$ cat config.mk
export PLATFORM = sky130hd
export DESIGN_NAME = store_buffer_ctrl
export DESIGN_NICKNAME = d
export VERILOG_FILES = /design/src/rtl/store_buffer_ctrl.sv
export SDC_FILE = /design/constraint.sdc
export NUM_CORES = 1
export LEC_CHECK = 0
export BUFFER_PORTS_ARGS = -buffer_cell sky130_fd_sc_hd__buf_2
export CORE_MARGIN = 3
export CORE_UTILIZATION = 40
export CTS_BUF_LIST = sky130_fd_sc_hd__clkbuf_4 sky130_fd_sc_hd__clkbuf_8
export CTS_CLUSTER_DIAMETER = 80
export DETAILED_ROUTE_END_ITERATION = 8
export PLACE_DENSITY_LB_ADDON = 0.25
export RECOVER_POWER = 100
export SYNTH_ARGS = -nofsm -noshare
export SYNTH_HDL_FRONTEND = slang
export SYNTH_SLANG_ARGS = --single-unit
$ cat constraint.sdc
create_clock -name clk -period 8.5 [get_ports clk]
set_clock_uncertainty 0.1 [all_clocks]
set_input_delay 0.85 -clock clk [delete_from_list [all_inputs] [get_ports clk]]
set_output_delay 0.85 -clock clk [all_outputs]
set_load 0.02 [all_outputs]
$ cat src/rtl/store_buffer_ctrl.sv
// store_buffer_ctrl: posted-write store buffer that lane-aligns SB/SH/SW and issues them in order to data memory
// Ports:
//   clk, reset_n                      clock, asynchronous active-low reset
//   st_valid/st_opcode/st_addr/st_data store from MEM stage; st_stall holds it while the queue is full
//   misalign_err                      one-cycle pulse after a dropped misaligned SH/SW
//   ld_check/ld_addr -> ld_hit        word-address hazard check against all queued stores
//   mem_req/mem_addr/mem_wdata/mem_be/mem_ack  word-wide write handshake to data memory
//   empty                             nothing queued and no request outstanding
module store_buffer_ctrl #(
   parameter int DEPTH = 4,
   parameter int AW    = 32
) (
   input  logic          clk,
   input  logic          reset_n,
   input  logic          st_valid,
   input  logic [5:0]    st_opcode,
   input  logic [AW-1:0] st_addr,
   input  logic [31:0]   st_data,
   output logic          st_stall,
   output logic          misalign_err,
   input  logic          ld_check,
   input  logic [AW-1:0] ld_addr,
   output logic          ld_hit,
   output logic          mem_req,
   output logic [AW-1:0] mem_addr,
   output logic [31:0]   mem_wdata,
   output logic [3:0]    mem_be,
   input  logic          mem_ack,
   output logic          empty
);
   localparam int PW = $clog2(DEPTH);
   localparam int CW = PW + 1;
   localparam logic [5:0] OP_SB = 6'b101000;
   localparam logic [5:0] OP_SH = 6'b101001;
   localparam logic [5:0] OP_SW = 6'b101011;
   typedef enum logic {IDLE, ISSUE} state_t;
   state_t state_q, state_d;
   logic [CW-1:0] count_q, count_d;
   logic [PW-1:0] wr_ptr_q, wr_ptr_d, rd_ptr_q, rd_ptr_d, off;
   logic [AW-3:0] addr_q [DEPTH];
   logic [AW-3:0] addr_d [DEPTH];
   logic [31:0] data_q [DEPTH];
   logic [31:0] data_d [DEPTH];
   logic [3:0] be_q [DEPTH];
   logic [3:0] be_d [DEPTH];
   logic misalign_q, misalign_d;
   logic is_sb, is_sh, is_store, aligned, push, pop, ld_unused;
   logic [3:0] st_be;
   logic [31:0] st_wdata;
   assign ld_unused = ^ld_addr[1:0];
   always_comb begin
      is_sb = st_opcode == OP_SB;
      is_sh = st_opcode == OP_SH;
      is_store = is_sb || is_sh || st_opcode == OP_SW;
      aligned = is_sb || (is_sh && !st_addr[0]) || st_addr[1:0] == 2'b00;
      st_be = is_sb ? 4'b0001 << st_addr[1:0] : is_sh ? (st_addr[1] ? 4'b1100 : 4'b0011) : 4'b1111;
      st_wdata = is_sb ? {24'h0, st_data[7:0]} << {st_addr[1:0], 3'b000}
               : is_sh ? (st_addr[1] ? {st_data[15:0], 16'h0} : {16'h0, st_data[15:0]})
               : st_data;
      st_stall = count_q == CW'(DEPTH);
      push = st_valid && is_store && aligned && !st_stall;
      pop = state_q == ISSUE && mem_ack;
      // a held (stalled) store is not judged until it is actually taken
      misalign_d = st_valid && is_store && !aligned && !st_stall;
      count_d = count_q + CW'(push) - CW'(pop);
      wr_ptr_d = wr_ptr_q + PW'(push);
      rd_ptr_d = rd_ptr_q + PW'(pop);
      addr_d = addr_q;
      data_d = data_q;
      be_d = be_q;
      if (push) begin
         addr_d[wr_ptr_q] = st_addr[AW-1:2];
         data_d[wr_ptr_q] = st_wdata;
         be_d[wr_ptr_q] = st_be;
      end
      // post-update count covers both leaving IDLE on a push and staying in ISSUE after an ack
      state_d = count_d != '0 ? ISSUE : IDLE;
      mem_req = state_q == ISSUE;
      mem_addr = mem_req ? {addr_q[rd_ptr_q], 2'b00} : '0;
      mem_wdata = mem_req ? data_q[rd_ptr_q] : '0;
      mem_be = mem_req ? be_q[rd_ptr_q] : '0;
      misalign_err = misalign_q;
      empty = count_q == '0 && state_q == IDLE;
      ld_hit = 1'b0;
      off = '0;
      for (int i = 0; i < DEPTH; i++) begin
         // entry i is live when its distance from the head is below count
         off = PW'(i) - rd_ptr_q;
         ld_hit = ld_hit | (ld_check && {1'b0, off} < count_q && addr_q[i] == ld_addr[AW-1:2]);
      end
   end
   always_ff @(posedge clk or negedge reset_n) begin
      if (!reset_n) begin
         state_q <= IDLE;
         count_q <= '0;
         wr_ptr_q <= '0;
         rd_ptr_q <= '0;
         misalign_q <= 1'b0;
      end else begin
         state_q <= state_d;
         count_q <= count_d;
         wr_ptr_q <= wr_ptr_d;
         rd_ptr_q <= rd_ptr_d;
         misalign_q <= misalign_d;
      end
   end
   always_ff @(posedge clk) begin
      addr_q <= addr_d;
      data_q <= data_d;
      be_q <= be_d;
   end
endmodule

Word level (Yosys, flattened, before mapping)
Index checks and enable logic that the tools add are counted.
Widths: inputs -> output; s select.

cells by class
  add/sub/neg operators = 8
  $mul = 0
  divide/modulo/power cells = 0
  magnitude comparators = 7
  eq/ne operators = 8
  shift operators = 2
  mux-type cells = 28
  bitwise logic cells = 6
  reductions and logical operators = 27

operator list
  operator             count
  $mux 32              8
  $bwmux 128           1
  $bwmux 120           1
  $eq 30x30->1         4
  $mux 30              3
  $bmux 32 s2          1
  $demux 32 s2         1
  $bmux 30 s2          1
  $demux 30 s2         1
  $shl 8x5->32         1
  $mux 4               7
  $eq 6x6->1 const B   3
  $logic_and 1x1->1    17
  $bwmux 16            1
  $lt 2x3->1           4
  $bmux 4 s2           1
  $demux 4 s2          1
  $ge 3x3->1 const B   2
  $not 2->3            2
  $add 2x1->2          2
  $logic_or 1x1->1     4
  $shl 1x2->4 const A  1
  $sub 1x2->2 const A  2
  $sub 2x2->2 const A  2
  other kinds (11)     15

storage, ports and cells
  register bits = 273
  bits in latches = 0
  RAM bits = 0
  memory bits (read-only) = 0
  input port bits = 107
  output and inout bits = 73
  logic and storage cells = 103
  memories kept = 0

Logic depth before layout (Yosys ltp)
  depth in word-level cells = 10
  gate-level depth with buffers = 12
  depth with buffers taken out = 11

Worst setup path after synthesis
No wires, ideal clock.

  path type = input to register
  start = in st_opcode[4]
  end = reg addr_q[30] in the netlist's numbering, enable pin
  library setup time = 0.585 ns
  arrival = 6.471 ns
  required time = 7.815 ns
  slack = 1.344 ns
  stages = 6
  path buffers = 1
  cell sequence = nand4bb_1 nand2b_1 buf_6 a21oi_2 o21bai_4 nor3b_1

on the way
  word-level cells in the longest chain between the ends = 6
  elaborated cells between the ends (all ways) = 11
  classes of those cells = eq/ne: 3; reduce/logical: 8

RTL lines
  element                                                       line    RTL
  start: declaration                                            16      input logic [5:0] st_opcode,
  $eq 6x6->1 (on tied branches)                                 52, 53
  $logic_or 1x1->1 / $logic_and 1x1->1 (equally long branches)  54, 55
  $logic_or 1x1->1 (on tied branches)                           54, 55
  $logic_and 1x1->1 / $logic_or 1x1->1 (equally long branches)  61, 55
  $logic_and 1x1->1 * (2 in series)                             61      push = st_valid && is_store && aligned && !st_stall;
  end signal: assignment                                        108     addr_q <= addr_d;
  end: declaration                                              40      logic [AW-3:0] addr_q [DEPTH];

Every way passes the cells marked *; elsewhere a longest branch is shown, timed or not.
A chain may end at the register's enable or synchronous reset.

Worst setup path in the final report
  start = in st_opcode[4]
  end = reg data_q[7] in the netlist's numbering, enable pin

on the way
  word-level cells in the longest chain between the ends = 6
  elaborated cells between the ends (all ways) = 11
  classes of those cells = eq/ne: 3; reduce/logical: 8

RTL lines
  element                                                       line    RTL
  $eq 6x6->1 (on tied branches)                                 52, 53
  $logic_or 1x1->1 / $logic_and 1x1->1 (equally long branches)  54, 55
  $logic_or 1x1->1 (on tied branches)                           54, 55
  $logic_and 1x1->1 / $logic_or 1x1->1 (equally long branches)  61, 55
  $logic_and 1x1->1 * (2 in series)                             61
  end signal: assignment                                        109     data_q <= data_d;
  end: declaration                                              42      logic [31:0] data_q [DEPTH];

Marked as above.

==> impl_metrics.py <==
metrics = {
    "status": {
        "outcome": "finished, violations left",
        "violations": "capacitance limit, slew limit",
    },
    "timing": {
        "fmax_mhz": 174,
        "period_needed_ns": 5.74,
        "fin_crit_sh": 0.675,
        "rsz0062_at_grt": "no",
        "worst_pin_slew_ns": 3.02,
        "relSlewSlack": -1.01,
        "finalSetupViolCount": 0,
        "report.final.slew_viol_count": 348,
        "hold_violations": 0,
        "tns_ns": 0,
        "final.setup.worst_slack_ns": 2.76,
    },
    "clocking": {
        "clockBufferDepth": 3,
        "cts_resized": 0,
        "htreeDepth": 2,
        "cts_tree": "done",
        "post_cts_buffers": 0,
        "clkTransAtPathRegs_ns": 0.05,
        "cts-root-buf": "clkbuf_8",
        "numClockSinks": 273,
        "cts_buffers": 46,
        "clock_latency_ns": 0.54,
        "cts_hold_buf": 0,
    },
    "drt": {
        "via_count": 7220,
        "wl_per_cell_um": 22.9,
        "post-route-drc-count": 0,
        "vias_per_cell": 5.27,
        "ant_nets": 0,
        "drt_iter0_drc": 384,
        "drtPass1Iterations": 8,
        "totalWireLength_mm": 31.4,
    },
    "die": {
        "floorplan.die.width_um": 183,
        "die_y_um": 183,
        "io_pins": 180,
        "start_util": 0.408,
        "core_area_um2": 30700,
        "dieArea_um2": 33600,
        "num_rows": 64,
    },
    "cells_and_area": {
        "utilization": 0.469,
        "fin_nets": 1059,
        "drive_above_1_share": 0.238,
        "nFillCells": 2837,
        "area_delta_synth_final_pct": 14.8,
    },
    "power_and_ir_drop": {
        "p_leak_nw": 4.72,
        "power.density_nw_per_um2": 267,
        "irDropWorstVdd_mv": 0.173,
    },
    "job": {
        "drv_cap": 9,
    },
    "grt": {
        "overflow": 0,
        "grt_first_pass_wirelength_mm": 46.6,
        "grt_use_total": 0.186,
        "grt_antenna_before_repair": 2,
        "grt_max_degree": 69,
        "grt_pass1_vias": 7489,
    },
    "worst_setup_path": {
        "slowest_delay_ns": 1.78,
        "r2r-end": "data_q[7]$_DFFE_PP_",
        "crit_type": "primary input to flip-flop",
        "critPathArrivalTime_ns": 5.74,
        "path_depth": 8,
        "critPathTopFamily": "simple AND/OR/NAND/NOR gates",
        "crit_chain": "buf_2 -> nand4bb_1 -> nand2b_1 -> a21oi_1 -> o21bai_1 -> clkinv_1 -> and3_1 -> clkbuf_1",
        "cp_max_fo": 36,
        "reg2reg_from": "count_q[2]$_DFF_PN0_",
        "crit_end": "data_q[7]$_DFFE_PP_",
        "crit_start": "st_opcode[4]",
        "cpMaxStageDelayCell": "clkbuf_1",
        "start_kind": "primary input",
        "cp-end-kind": "flip-flop",
        "r2r_setup_slack_ns": 3.24,
        "crit_required_ns": 8.50,
        "critical_path_buf_inv_count": 3,
        "ff2ff_path_depth": 6,
    },
    "yosys": {
        "syn_avg_cell_area_um2": 16.3,
        "ys_seq_elements": 273,
        "synth_largest_area_cell": "edfxtp_1",
        "synth_enable_flop_cells": 264,
        "yosysSeqAreaShare": 0.649,
        "yosysTopAreaCellShare": 0.631,
        "synth.most_common_cell": "edfxtp_1",
        "netlist_area_um2": 12600,
        "ys_top_cells_by_count": "edfxtp_1 (264), xnor2_1 (110), and2_1 (76)",
        "synthArstFlopShare": 0.0330,
        "yosysWarnings": 0,
        "syn_inst": 769,
        "ys.flop_type": "edfxtp_1",
        "synth.distinct_cells": 41,
        "ys_top_cells_by_area": "edfxtp_1 (63%), mux4_2 (12%), xnor2_1 (7.7%)",
    },
    "placed_design": {
        "hpwlAfterDp_mm": 21.1,
        "globalplace.congestion": 0.831,
        "port_buffers": 175,
        "pre_cts_slack_ns": 4.04,
    },
    "hold_path": {
        "min_path_type": "primary input to async pin",
    },
}
sequential cells by signal, indices dropped and copies added (netlist names):
register / count
data_q: 128
mem_req: 1
rd_ptr_q: 2
count_q: 3
wr_ptr_q: 2
misalign_err: 1
be_q: 16
addr_q: 120
worst register-to-register path, delay by kind of cell, from the launching register on:
kind            cells  cell delay (ns)
flops               1             0.47
buf+inv             2             1.90
simple gates        3             2.02
compound gates      1             0.30
cells in the final DEF (no fill, tap or decap), types with 2 or more instances in the layout:
| cell | n |
|---|---|
| a21oi_1 | 5 |
| a221o_1 | 8 |
| a22oi_1 | 8 |
| and2_0 | 25 |
| and2_1 | 52 |
| and3_1 | 10 |
| buf_2 | 90 |
| buf_4 | 2 |
| clkbuf_1 | 95 |
| clkbuf_4 | 17 |
| clkbuf_8 | 46 |
| clkinv_1 | 10 |
| clkinv_2 | 4 |
| conb_1 | 2 |
| dfrtp_1 | 7 |
| dfrtp_2 | 2 |
| diode_2 | 2 |
| edfxtp_1 | 264 |
| ha_1 | 8 |
| inv_1 | 6 |
| mux4_2 | 66 |
| nand2_1 | 26 |
| nand2b_1 | 3 |
| nand3_1 | 8 |
| nand4_1 | 29 |
| nor2_1 | 7 |
| nor2b_1 | 10 |
| nor3_1 | 2 |
| nor3b_1 | 2 |
| nor4_1 | 9 |
| o2111ai_1 | 4 |
| o21ai_0 | 12 |
| xnor2_1 | 110 |
| xor2_1 | 15 |
routing by layer:
metal / vias up / global-route usage / routed length [um]
met2: 261 / 0.314 / 15700
met4: 4 / 0.0420 / 533
li1: 3266 / - / -
met3: 45 / 0.0428 / 2280
met5: - / 0 / 20
met1: 3644 / 0.247 / 12900
worst min-delay path by stage:
stage / endpoint / slack [ns] / from / depth (start not counted)
after floorplan: rd_ptr_q[0]$_DFF_PN0_ / 0.37 / rd_ptr_q[0]$_DFF_PN0_ / 1
after global placement: wr_ptr_q[1]$_DFF_PN0_ / 0.49 / wr_ptr_q[1]$_DFF_PN0_ / 1
after detailed placement: wr_ptr_q[1]$_DFF_PN0_ / 0.49 / wr_ptr_q[1]$_DFF_PN0_ / 1
after CTS: count_q[2]$_DFF_PN0_ / 0.03 / reset_n / 1
after global routing: misalign_err$_DFF_PN0_ / 0.15 / reset_n / 1
final: count_q[2]$_DFF_PN0_ / 0.16 / reset_n / 1
report_power, final:
part,switching [mW],internal (mW)
Combinational,0.651,0.526
Sequential,0.110,1.49
Clock,0.488,0.575
logic make-up (layout without fill, tap and decap cells):
logic type,count (synthesis),in the layout,share of synthesized area
fa+ha+maj,9,9,0.00957
flops,273,273,0.649
mux,66,66,0.118
buf+inv,69,271,0.0239
compound gates,38,38,0.0225
xor+xnor,125,125,0.0872
simple gates,188,188,0.0889
other cells,1,4,0.000299
final cells by class:
| cell class | instances | area, um2 | area share |
|---|---|---|---|
| Sequential cell | 273 | 8160 | 0.566 |
| Multi-Input combinational cell | 428 | 4090 | 0.284 |
| Timing Repair Buffer | 187 | 822 | 0.0570 |
| Clock buffer | 63 | 761 | 0.0528 |
| Tap cell | 396 | 495 | 0.0344 |
| Clock inverter | 14 | 62.6 | 0.00434 |
| Inverter | 7 | 26.3 | 0.00182 |
| Antenna cell | 2 | 5.00 | 0.000347 |
metrics by stage:
stage          hold slack [ns]  cell area (um2)  power (mW)  instances
2_1_floorplan            0.373            12600        2.48        770
3_3_place_gp             0.485            13800        2.87       1291
3_5_place_dp             0.490            13800        2.87       1291
4_1_cts                 0.0340            14600        3.95       1368
5_1_grt                  0.151            14400        4.06       1368
6_report                 0.159            14400        3.84       1370
Power figures use the tool's default switching activity.
